[src/rtl/uart_tx_scheduler.sv]
// Round-robin scheduler sharing one uart_tx among NREQ byte sources, with an optional CR LF terminator after a byte.
// Outputs are registered: ack one cycle after the req sample, tx_send one cycle later; no grant while tx_busy or a terminator is pending.
module uart_tx_scheduler #(
  parameter int NREQ         = 3,
  parameter int BUSY_TIMEOUT = 16
) (
  input  logic              clk,
  input  logic              reset,
  input  logic [NREQ-1:0]   req,
  input  logic [8*NREQ-1:0] req_data,
  input  logic [NREQ-1:0]   req_eol,
  output logic [NREQ-1:0]   ack,
  output logic [7:0]        tx_data,
  output logic              tx_send,
  input  logic              tx_busy,
  output logic              sched_busy,
  output logic [2:0]        grant_idx,
  output logic              tx_fault
);

  localparam int CW = $clog2(BUSY_TIMEOUT + 1);

  typedef enum logic [2:0] {IDLE, SEND, WAIT_HI, WAIT_LO, CR, LF} state_t;

  state_t          state, state_d;
  logic [2:0]      ptr, ptr_d, grant_d, gidx;
  logic            eol_flag, eol_d, cr_sent, cr_d, fault_d;
  logic            found, geol, tx_send_d;
  logic [CW-1:0]   cnt, cnt_d;
  logic [NREQ-1:0] ack_d, gack;
  logic [7:0]      tx_data_d, gdata;

  // Rotating priority: first pass covers ptr..NREQ-1, second pass wraps to 0.
  always_comb begin
    found = 1'b0;
    gidx  = 3'd0;
    gdata = 8'h00;
    geol  = 1'b0;
    gack  = '0;
    for (int i = 0; i < NREQ; i++) begin
      if (!found && req[i] && (i >= int'(ptr))) begin
        found   = 1'b1;
        gidx    = 3'(i);
        gdata   = req_data[8*i +: 8];
        geol    = req_eol[i];
        gack[i] = 1'b1;
      end
    end
    for (int i = 0; i < NREQ; i++) begin
      if (!found && req[i]) begin
        found   = 1'b1;
        gidx    = 3'(i);
        gdata   = req_data[8*i +: 8];
        geol    = req_eol[i];
        gack[i] = 1'b1;
      end
    end
  end

  always_comb begin
    state_d   = state;
    ack_d     = '0;
    tx_send_d = 1'b0;
    tx_data_d = tx_data;
    grant_d   = grant_idx;
    ptr_d     = ptr;
    eol_d     = eol_flag;
    cr_d      = cr_sent;
    cnt_d     = cnt;
    fault_d   = tx_fault;
    case (state)
      IDLE: begin
        if (found && !tx_busy) begin
          tx_data_d = gdata;
          eol_d     = geol;
          cr_d      = 1'b0;
          ack_d     = gack;
          grant_d   = gidx;
          ptr_d     = (gidx == 3'(NREQ - 1)) ? 3'd0 : gidx + 3'd1;
          state_d   = SEND;
        end
      end
      SEND, CR, LF: begin
        tx_send_d = 1'b1;
        cnt_d     = '0;
        state_d   = WAIT_HI;
        if (state == LF) begin
          eol_d = 1'b0;
          cr_d  = 1'b0;
        end
      end
      WAIT_HI: begin
        if (tx_busy) begin
          state_d = WAIT_LO;
        end else if (cnt == CW'(BUSY_TIMEOUT - 1)) begin
          // uart_tx never acknowledged the strobe; flag it and move on
          fault_d = 1'b1;
          state_d = WAIT_LO;
        end else begin
          cnt_d = cnt + 1'b1;
        end
      end
      WAIT_LO: begin
        if (!tx_busy) begin
          if (eol_flag && !cr_sent) begin
            tx_data_d = 8'h0D;
            cr_d      = 1'b1;
            state_d   = CR;
          end else if (eol_flag) begin
            tx_data_d = 8'h0A;
            state_d   = LF;
          end else begin
            state_d = IDLE;
          end
        end
      end
      default: state_d = IDLE;
    endcase
  end

  always_ff @(posedge clk or negedge reset) begin
    if (!reset) begin
      state      <= IDLE;
      ack        <= '0;
      tx_send    <= 1'b0;
      tx_data    <= 8'h00;
      sched_busy <= 1'b0;
      grant_idx  <= 3'd0;
      tx_fault   <= 1'b0;
      ptr        <= 3'd0;
      eol_flag   <= 1'b0;
      cr_sent    <= 1'b0;
      cnt        <= '0;
    end else begin
      state      <= state_d;
      ack        <= ack_d;
      tx_send    <= tx_send_d;
      tx_data    <= tx_data_d;
      sched_busy <= (state_d != IDLE);
      grant_idx  <= grant_d;
      tx_fault   <= fault_d;
      ptr        <= ptr_d;
      eol_flag   <= eol_d;
      cr_sent    <= cr_d;
      cnt        <= cnt_d;
    end
  end

endmodule

[config.mk]
export PLATFORM = sky130hd
export DESIGN_NAME = uart_tx_scheduler
export DESIGN_NICKNAME = d
export VERILOG_FILES = /design/src/rtl/uart_tx_scheduler.sv
export SDC_FILE = /design/constraint.sdc
export NUM_CORES = 1
export LEC_CHECK = 0
export CAP_MARGIN = 0
export CORE_MARGIN = 5
export CORE_UTILIZATION = 33
export CTS_CLUSTER_DIAMETER = 200
export DETAILED_ROUTE_END_ITERATION = 12
export MAX_ROUTING_LAYER = met4
export PLACE_DENSITY = 0.57
export SKIP_CTS_REPAIR_TIMING = 1
export SLEW_MARGIN = 10
export SYNTH_ARGS = -nofsm -noshare
export SYNTH_HDL_FRONTEND = slang
export SYNTH_SLANG_ARGS = --single-unit
[constraint.sdc]
create_clock -name clk -period 4.6 [get_ports clk]
set_clock_uncertainty 0.2 [all_clocks]
set_input_delay 0.92 -clock clk [delete_from_list [all_inputs] [get_ports clk]]
set_output_delay 0.92 -clock clk [all_outputs]
set_load 0.05 [all_outputs]
==> out/metrics.yaml, run 1 <==
run_status:
  outcome: "complete, no violations"
synthesis:
  synth_edf_count: 0
  synthCells: 191
  ys_warn_count: 0
  netlist_area_mm2: 0.00178
  synth.largest_area_cell: "dfrtp_1"
  syn_avg_cell_area_um2: 9.32
  synth_cell_types: 56
  synth_top_cells_by_area: "dfrtp_1, o21ai_0, a221oi_1"
  async_reset_ff_share_pct: 100
  synth-seq-cells: 29
  ys_seq_area_share_pct: 40.8
  synth_nets: 226
  synth_top_area_share_pct: 40.8
  yosys_most_used_dff: "dfrtp_1"
place:
  gp_congestion: 0.846
  dpl_cell_area_mm2: 0.00227
  io_buffers: 48
  place_worst_setup_slack_ps: 1180
  hpwl_um: 3660
sta:
  finalSetupViolCount: 0
  worst-slew-pin-transition_ps: 661
  final.period_utilization_pct: 67.5
  final_max_slew_viol_count: 0
  finalHoldViolations: 0
  hold_slack_ps: 267
  tns_ps: 0
  rsz0062_at_grt: "false"
  period_minus_slack_ps: 3100
  fmax_mhz: 322
  max_slew_margin_pct: 55.8
  setup_slack_ps: 1500
clocking:
  h-tree-depth: 2
  clk_pin_slew_ps: 70
  cts_tree: "done"
  clock_path_buffers: 2
  cts_buffers: 5
  insertion_delay_ps: 280
  cts_sinks: 29
  cts_root_buf: "clkbuf_8"
worst_hold_path:
  hold_depth: 1
  hp-class: "flip-flop to flip-flop"
route:
  drtIter0Drc: 97
  vias_per_cell: 5.52
  routedWlPerCell_um: 16.1
  ant_nets: 0
  route.detailed.drc: 0
  wl_um: 4840
  drt_first_pass_iters: 4
  vias: 1662
grt:
  grt.total_usage_pct: 14.5
  antenna_found_initial: 0
  grt_pass1_wl_um: 7980
  grt_pass1_vias: 1625
  overflow: 0
  grt_max_degree: 30
setup_path:
  crit_arrival_ps: 3070
  rr_worst_depth: 5
  cp-end-kind: "flip-flop"
  cp.required_ps: 4560
  crit_fanout: 15
  crit_type: "primary input to flip-flop"
  startpoint_type: "primary input"
finish:
  final_common_cell: "clkdlybuf4s50_1"
  final_cell_area_mm2: 0.00236
  drive_above_1_share_pct: 6.49
  nets: 266
  fillers: 491
  area_growth_syn_to_layout_pct: 32.6
  mostFrequentLayoutCells: "clkdlybuf4s50_1, dfrtp_1, o21ai_0"
  diodes: 0
die:
  die_y_um: 83.4
  fp-row-count: 26
  ioPinCount: 50
  coreArea_mm2: 0.00517
  die_area_mm2: 0.00696
  initial_core_util_pct: 34.4
  die_w_um: 83.4
pwr:
  clkPwrFrac_pct: 16.0
  p_switching_mw: 0.589
  internal-power_mw: 0.727
  p_per_area_mw_per_mm2: 558
  sw_frac_of_total_pct: 44.8
  design_power_total_mw: 1.32
  sequentialPowerShare_pct: 33.6
  combPwrFrac_pct: 50.3
  ir_drop_mv: 0.192
  leakage_nw: 0.989
job:
  cap_violations: 0
state kept, by name, indices dropped and copies added (netlist names):
signal,cells
tx_data,8
cnt,5
ack,3
ptr,3
state,3
grant_idx,2
cr_sent,1
eol_flag,1
sched_busy,1
tx_fault,1
tx_send,1
cell usage after synthesis (3+ instances only):
| cell type | count |
|---|---|
| a21o_1 | 6 |
| a21oi_1 | 9 |
| a221oi_1 | 7 |
| a22o_1 | 7 |
| a22oi_1 | 3 |
| and2_1 | 4 |
| and3_1 | 6 |
| clkbuf_1 | 11 |
| dfrtp_1 | 29 |
| inv_1 | 7 |
| nand2_1 | 11 |
| nand2b_1 | 5 |
| nand3_1 | 6 |
| nor2_1 | 7 |
| nor2b_1 | 4 |
| nor3_1 | 3 |
| o2111ai_1 | 4 |
| o211ai_1 | 4 |
| o21ai_0 | 13 |
area by class of cell:
| class | instances | area, um^2 | share of cell area [%] |
|---|---|---|---|
| clock buffers | 7 | 86.3 | 3.66 |
| flip-flops and latches | 29 | 726 | 30.8 |
| repair buffers | 49 | 488 | 20.7 |
| multi-input cells | 139 | 946 | 40.1 |
| inverters | 7 | 26.3 | 1.11 |
| well taps | 70 | 87.6 | 3.71 |
per-stage QoR:
stage | utilization (%) | instances
finish | 45.6 | 301
global route | 45.6 | 301
CTS | 45.6 | 301
detailed placement | 44.0 | 294
global placement | 44.0 | 294
floorplan | - | 191
metal layers:
| layer | share of wire [%] | up-vias | track usage (%) |
|---|---|---|---|
| met2 | 49 | 47 | 22.9 |
| met4 | 2.4 | 0 | 5.70 |
| li1 | - | 806 | - |
| met3 | 4.7 | 9 | 3.47 |
| met5 | 0 | - | - |
| met1 | 44 | 800 | 18.0 |
final timing paths:
path	startpoint	slack, ps	endpoint
setup / recovery	tx_busy	1500	tx_data[1]$_DFFE_PN0P_
hold reg to reg	tx_fault$_DFFE_PN0P_	270	tx_fault$_DFFE_PN0P_
min in group asynchronous	reset	830	tx_send$_DFF_PN0_
setup reg to reg	state[0]$_DFF_PN0_	2120	tx_data[1]$_DFFE_PN0P_
hold / removal	tx_fault$_DFFE_PN0P_	270	tx_fault$_DFFE_PN0P_
max in group asynchronous	reset	3090	ack[0]$_DFF_PN0_
worst max-delay path: stages:
cell and delay, ps:
clkdlybuf4s50_1 470, nor3_1 340, and3b_1 630, nor2_2 200, a22o_1 220, o32a_1 280
power groups by stage:
stage | logic [mW] | clock network (mW) | registers [mW]
2_1_floorplan | 0.352 | 0 | 0.556
3_3_place_gp | 0.667 | 0 | 0.449
3_5_place_dp | 0.666 | 0 | 0.448
4_1_cts | 0.667 | 0.220 | 0.444
5_1_grt | 0.715 | 0.229 | 0.456
6_report | 0.663 | 0.211 | 0.443
logic make-up (layout without fill, tap and decap cells):
| family | Yosys count | count (layout) | share of synthesized area (%) |
|---|---|---|---|
| flip-flops | 29 | 29 | 40.8 |
| multiplexers | 2 | 2 | 1.13 |
| buffers and inverters | 23 | 63 | 6.05 |
| adder cells (fa/ha/maj) | 2 | 2 | 1.41 |
| other | 1 | 1 | 0.211 |
| AND/OR/NAND/NOR | 60 | 60 | 19.6 |
| AO/OA/AOI/OAI | 74 | 74 | 30.9 |
Note: power is estimated with default switching activity, not from simulation.
==> run 2, diff against run 1 <==
--- a/config.mk
+++ b/config.mk
@@ -11,7 +11,7 @@
 export CTS_CLUSTER_DIAMETER = 200
 export DETAILED_ROUTE_END_ITERATION = 12
 export MAX_ROUTING_LAYER = met4
-export PLACE_DENSITY = 0.57
+export PLACE_DENSITY = 0.59
 export SKIP_CTS_REPAIR_TIMING = 1
 export SLEW_MARGIN = 10
 export SYNTH_ARGS = -nofsm -noshare
==> constraint.sdc (replaced) <==
create_clock -name clk -period 2.6 [get_ports clk]
set_clock_uncertainty 0.2 [all_clocks]
set_input_delay 0.52 -clock clk [delete_from_list [all_inputs] [get_ports clk]]
set_output_delay 0.52 -clock clk [all_outputs]
set_load 0.05 [all_outputs]
==> out/metrics.yaml, run 2 (synthesized netlist as in run 1, its figures left out) <==
grt:
  grt.total_usage_pct: 15.5  # was 14.5%
  overflow: 0  # unchanged
  busiest_layer: "met2"  # unchanged
  antenna_found_initial: 0  # unchanged
  grt_pass1_wl_um: 8470  # was 7980 um
  grt_pass1_vias: 1677  # was 1625
  grt.met1_usage_pct: 19.6  # was 18.0%
  gr-usage-met2_pct: 23.5  # was 22.9%
  grt_max_degree: 30  # unchanged
  met3_usage_pct: 4.06  # was 3.47%
place:
  dpl_cell_area_mm2: 0.00242  # was 0.00227 mm^2
  hpwl_um: 3820  # was 3660 um
  gp_congestion: 0.835  # was 0.846
  io_buffers: 48  # unchanged
setup_path:
  crit_arrival_ps: 2290  # was 3070 ps
  crit_type: "primary input to flip-flop"  # unchanged
  rr_worst_depth: 7  # was 5
  r2r-end: "cnt[3]$_DFFE_PN0P_"  # was tx_data[1]$_DFFE_PN0P_
  cp.required_ps: 2560  # was 4560 ps
  r2r_slack_ps: 430  # was 2120 ps
  cp-end-kind: "flip-flop"  # unchanged
  startpoint_type: "primary input"  # unchanged
  r2r_start: "cnt[0]$_DFFE_PN0P_"  # was state[0]$_DFF_PN0_
  crit_fanout: 6  # was 15
die:
  die_w_um: 83.4  # unchanged
  ioPinCount: 50  # unchanged
  fp-row-count: 26  # unchanged
  initial_core_util_pct: 34.4  # unchanged
  die_y_um: 83.4  # unchanged
  coreArea_mm2: 0.00517  # unchanged
  die_area_mm2: 0.00696  # unchanged
finish:
  final_common_cell: "clkdlybuf4s50_1"  # unchanged
  reg_top3: "tx_data (8), cnt (5)"  # unchanged
  regMostFlops: "tx_data"  # unchanged
  largest_reg_flops: 8  # unchanged
  mostFrequentLayoutCells: "clkdlybuf4s50_1, dfrtp_1, buf_4"  # was clkdlybuf4s50_1, dfrtp_1, o21ai_0
  diodes: 0  # unchanged
  area_growth_syn_to_layout_pct: 41.9  # was 32.6%
  drive_above_1_share_pct: 14.7  # was 6.49%
  nets: 286  # was 266
  final_cell_area_mm2: 0.00252  # was 0.00236 mm^2
route:
  drt_first_pass_iters: 4  # unchanged
  drtIter0Drc: 85  # was 97
  ant_nets: 0  # unchanged
  wl_um: 5040  # was 4840 um
  routedWlPerCell_um: 15.6  # was 16.1 um
  vias: 1707  # was 1662
  route.detailed.drc: 0  # unchanged
  vias_per_cell: 5.30  # was 5.52
worst_hold_path:
  hold_depth: 1  # unchanged
  hp-class: "flip-flop to flip-flop"  # unchanged
  hold_end: "tx_fault$_DFFE_PN0P_"  # unchanged
  hp-start: "tx_fault$_DFFE_PN0P_"  # unchanged
sta:
  finalSetupViolCount: 0  # unchanged
  max_slew_margin_pct: 62.6  # was 55.8%
  period_minus_slack_ps: 2330
  worst-slew-pin-transition_ps: 559  # was 661 ps
  finalHoldViolations: 0  # unchanged
  final.period_utilization_pct: 89.5
  rsz0062_at_grt: "false"  # unchanged
  final_max_slew_viol_count: 0  # unchanged
  fmax_mhz: 430
clocking:
  clk_pin_slew_ps: 60  # was 70 ps
  cts_buffers: 5  # unchanged
  cts_tree: "done"  # unchanged
  h-tree-depth: 2  # unchanged
  cts_root_buf: "clkbuf_8"  # unchanged
  clock_path_buffers: 2  # unchanged
  insertion_delay_ps: 280  # about the same
  cts_sinks: 29  # unchanged
pwr:
  leakage_nw: 1.09  # was 0.989 nW
  ir_drop_mv: 0.403  # was 0.192 mV
  design_power_total_mw: 2.46  # was 1.32 mW
  p_per_area_mw_per_mm2: 976  # was 558 mW/mm^2
job:
  cap_violations: 0  # unchanged
run_status:
  outcome: "complete, no violations"  # unchanged
## run 2: cell count changes in the layout (fill, tap and decap cells not counted)
cell / change
buf_4: +20
clkbuf_1: -1
clkbuf_8: +1
clkinv_2: +1
## run 2: stage by stage
step           TNS, ps  instances  worst slack [ps]  utilization [%]  hold WS [ps]
3_5_place_dp     -67.3        314             -29.1             46.9           262
4_1_cts              0        322               275             48.8           277
5_1_grt              0        322               152             48.8           313
3_3_place_gp     -14.1        314             -14.1             46.9           265
6_report             0        322               273             48.8           273
2_1_floorplan        0        191               398                -          24.4
## run 2: worst max-delay path by stage
| stage | start | to | slack [ps] | cells after the start |
|---|---|---|---|---|
| 2_1_floorplan | req[0] | sched_busy$_DFF_PN0_ | 400 | 7 |
| 3_5_place_dp | req[2] | tx_data[7]$_DFFE_PN0P_ | -30 | 6 |
| 3_3_place_gp | req[2] | tx_data[3]$_DFFE_PN0P_ | -10 | 6 |
| 4_1_cts | req[2] | tx_data[7]$_DFFE_PN0P_ | 270 | 6 |
| 6_report | req[2] | tx_data[7]$_DFFE_PN0P_ | 270 | 6 |
| 5_1_grt | req[2] | tx_data[2]$_DFFE_PN0P_ | 150 | 6 |
## run 2: worst max-delay path: stages
cell             delay [ps]
clkdlybuf4s50_1         530
nor3b_1                 380
o21ai_0                 120
and3_1                  280
a221oi_1                340
o211ai_1                110
## run 2: power by group
| group | internal, mW | switching (mW) | leakage, nW | total [mW] |
|---|---|---|---|---|
| Combinational | 0.547 | 0.759 | 0.665 | 1.31 |
| Clock | 0.239 | 0.176 | 0.0542 | 0.415 |
| Sequential | 0.603 | 0.140 | 0.375 | 0.743 |
## run 2: metal layers
metal / part of all wire (%) / vias to the layer above
li1: - / 840
met1: 46 / 813
met2: 48 / 45
met3: 4.5 / 9
met4: 2.1 / 0
met5: 0 / -
## run 2: layout make-up
| class | instances | area, um^2 |
|---|---|---|
| timing repair buffer | 69 | 638 |
| clock inverter | 1 | 5.00 |
| tap | 70 | 87.6 |
| fill | 519 | 2650 |
| inverter | 7 | 26.3 |
| clock buffer | 7 | 96.3 |
| multi-input combinational | 139 | 946 |
| sequential | 29 | 726 |
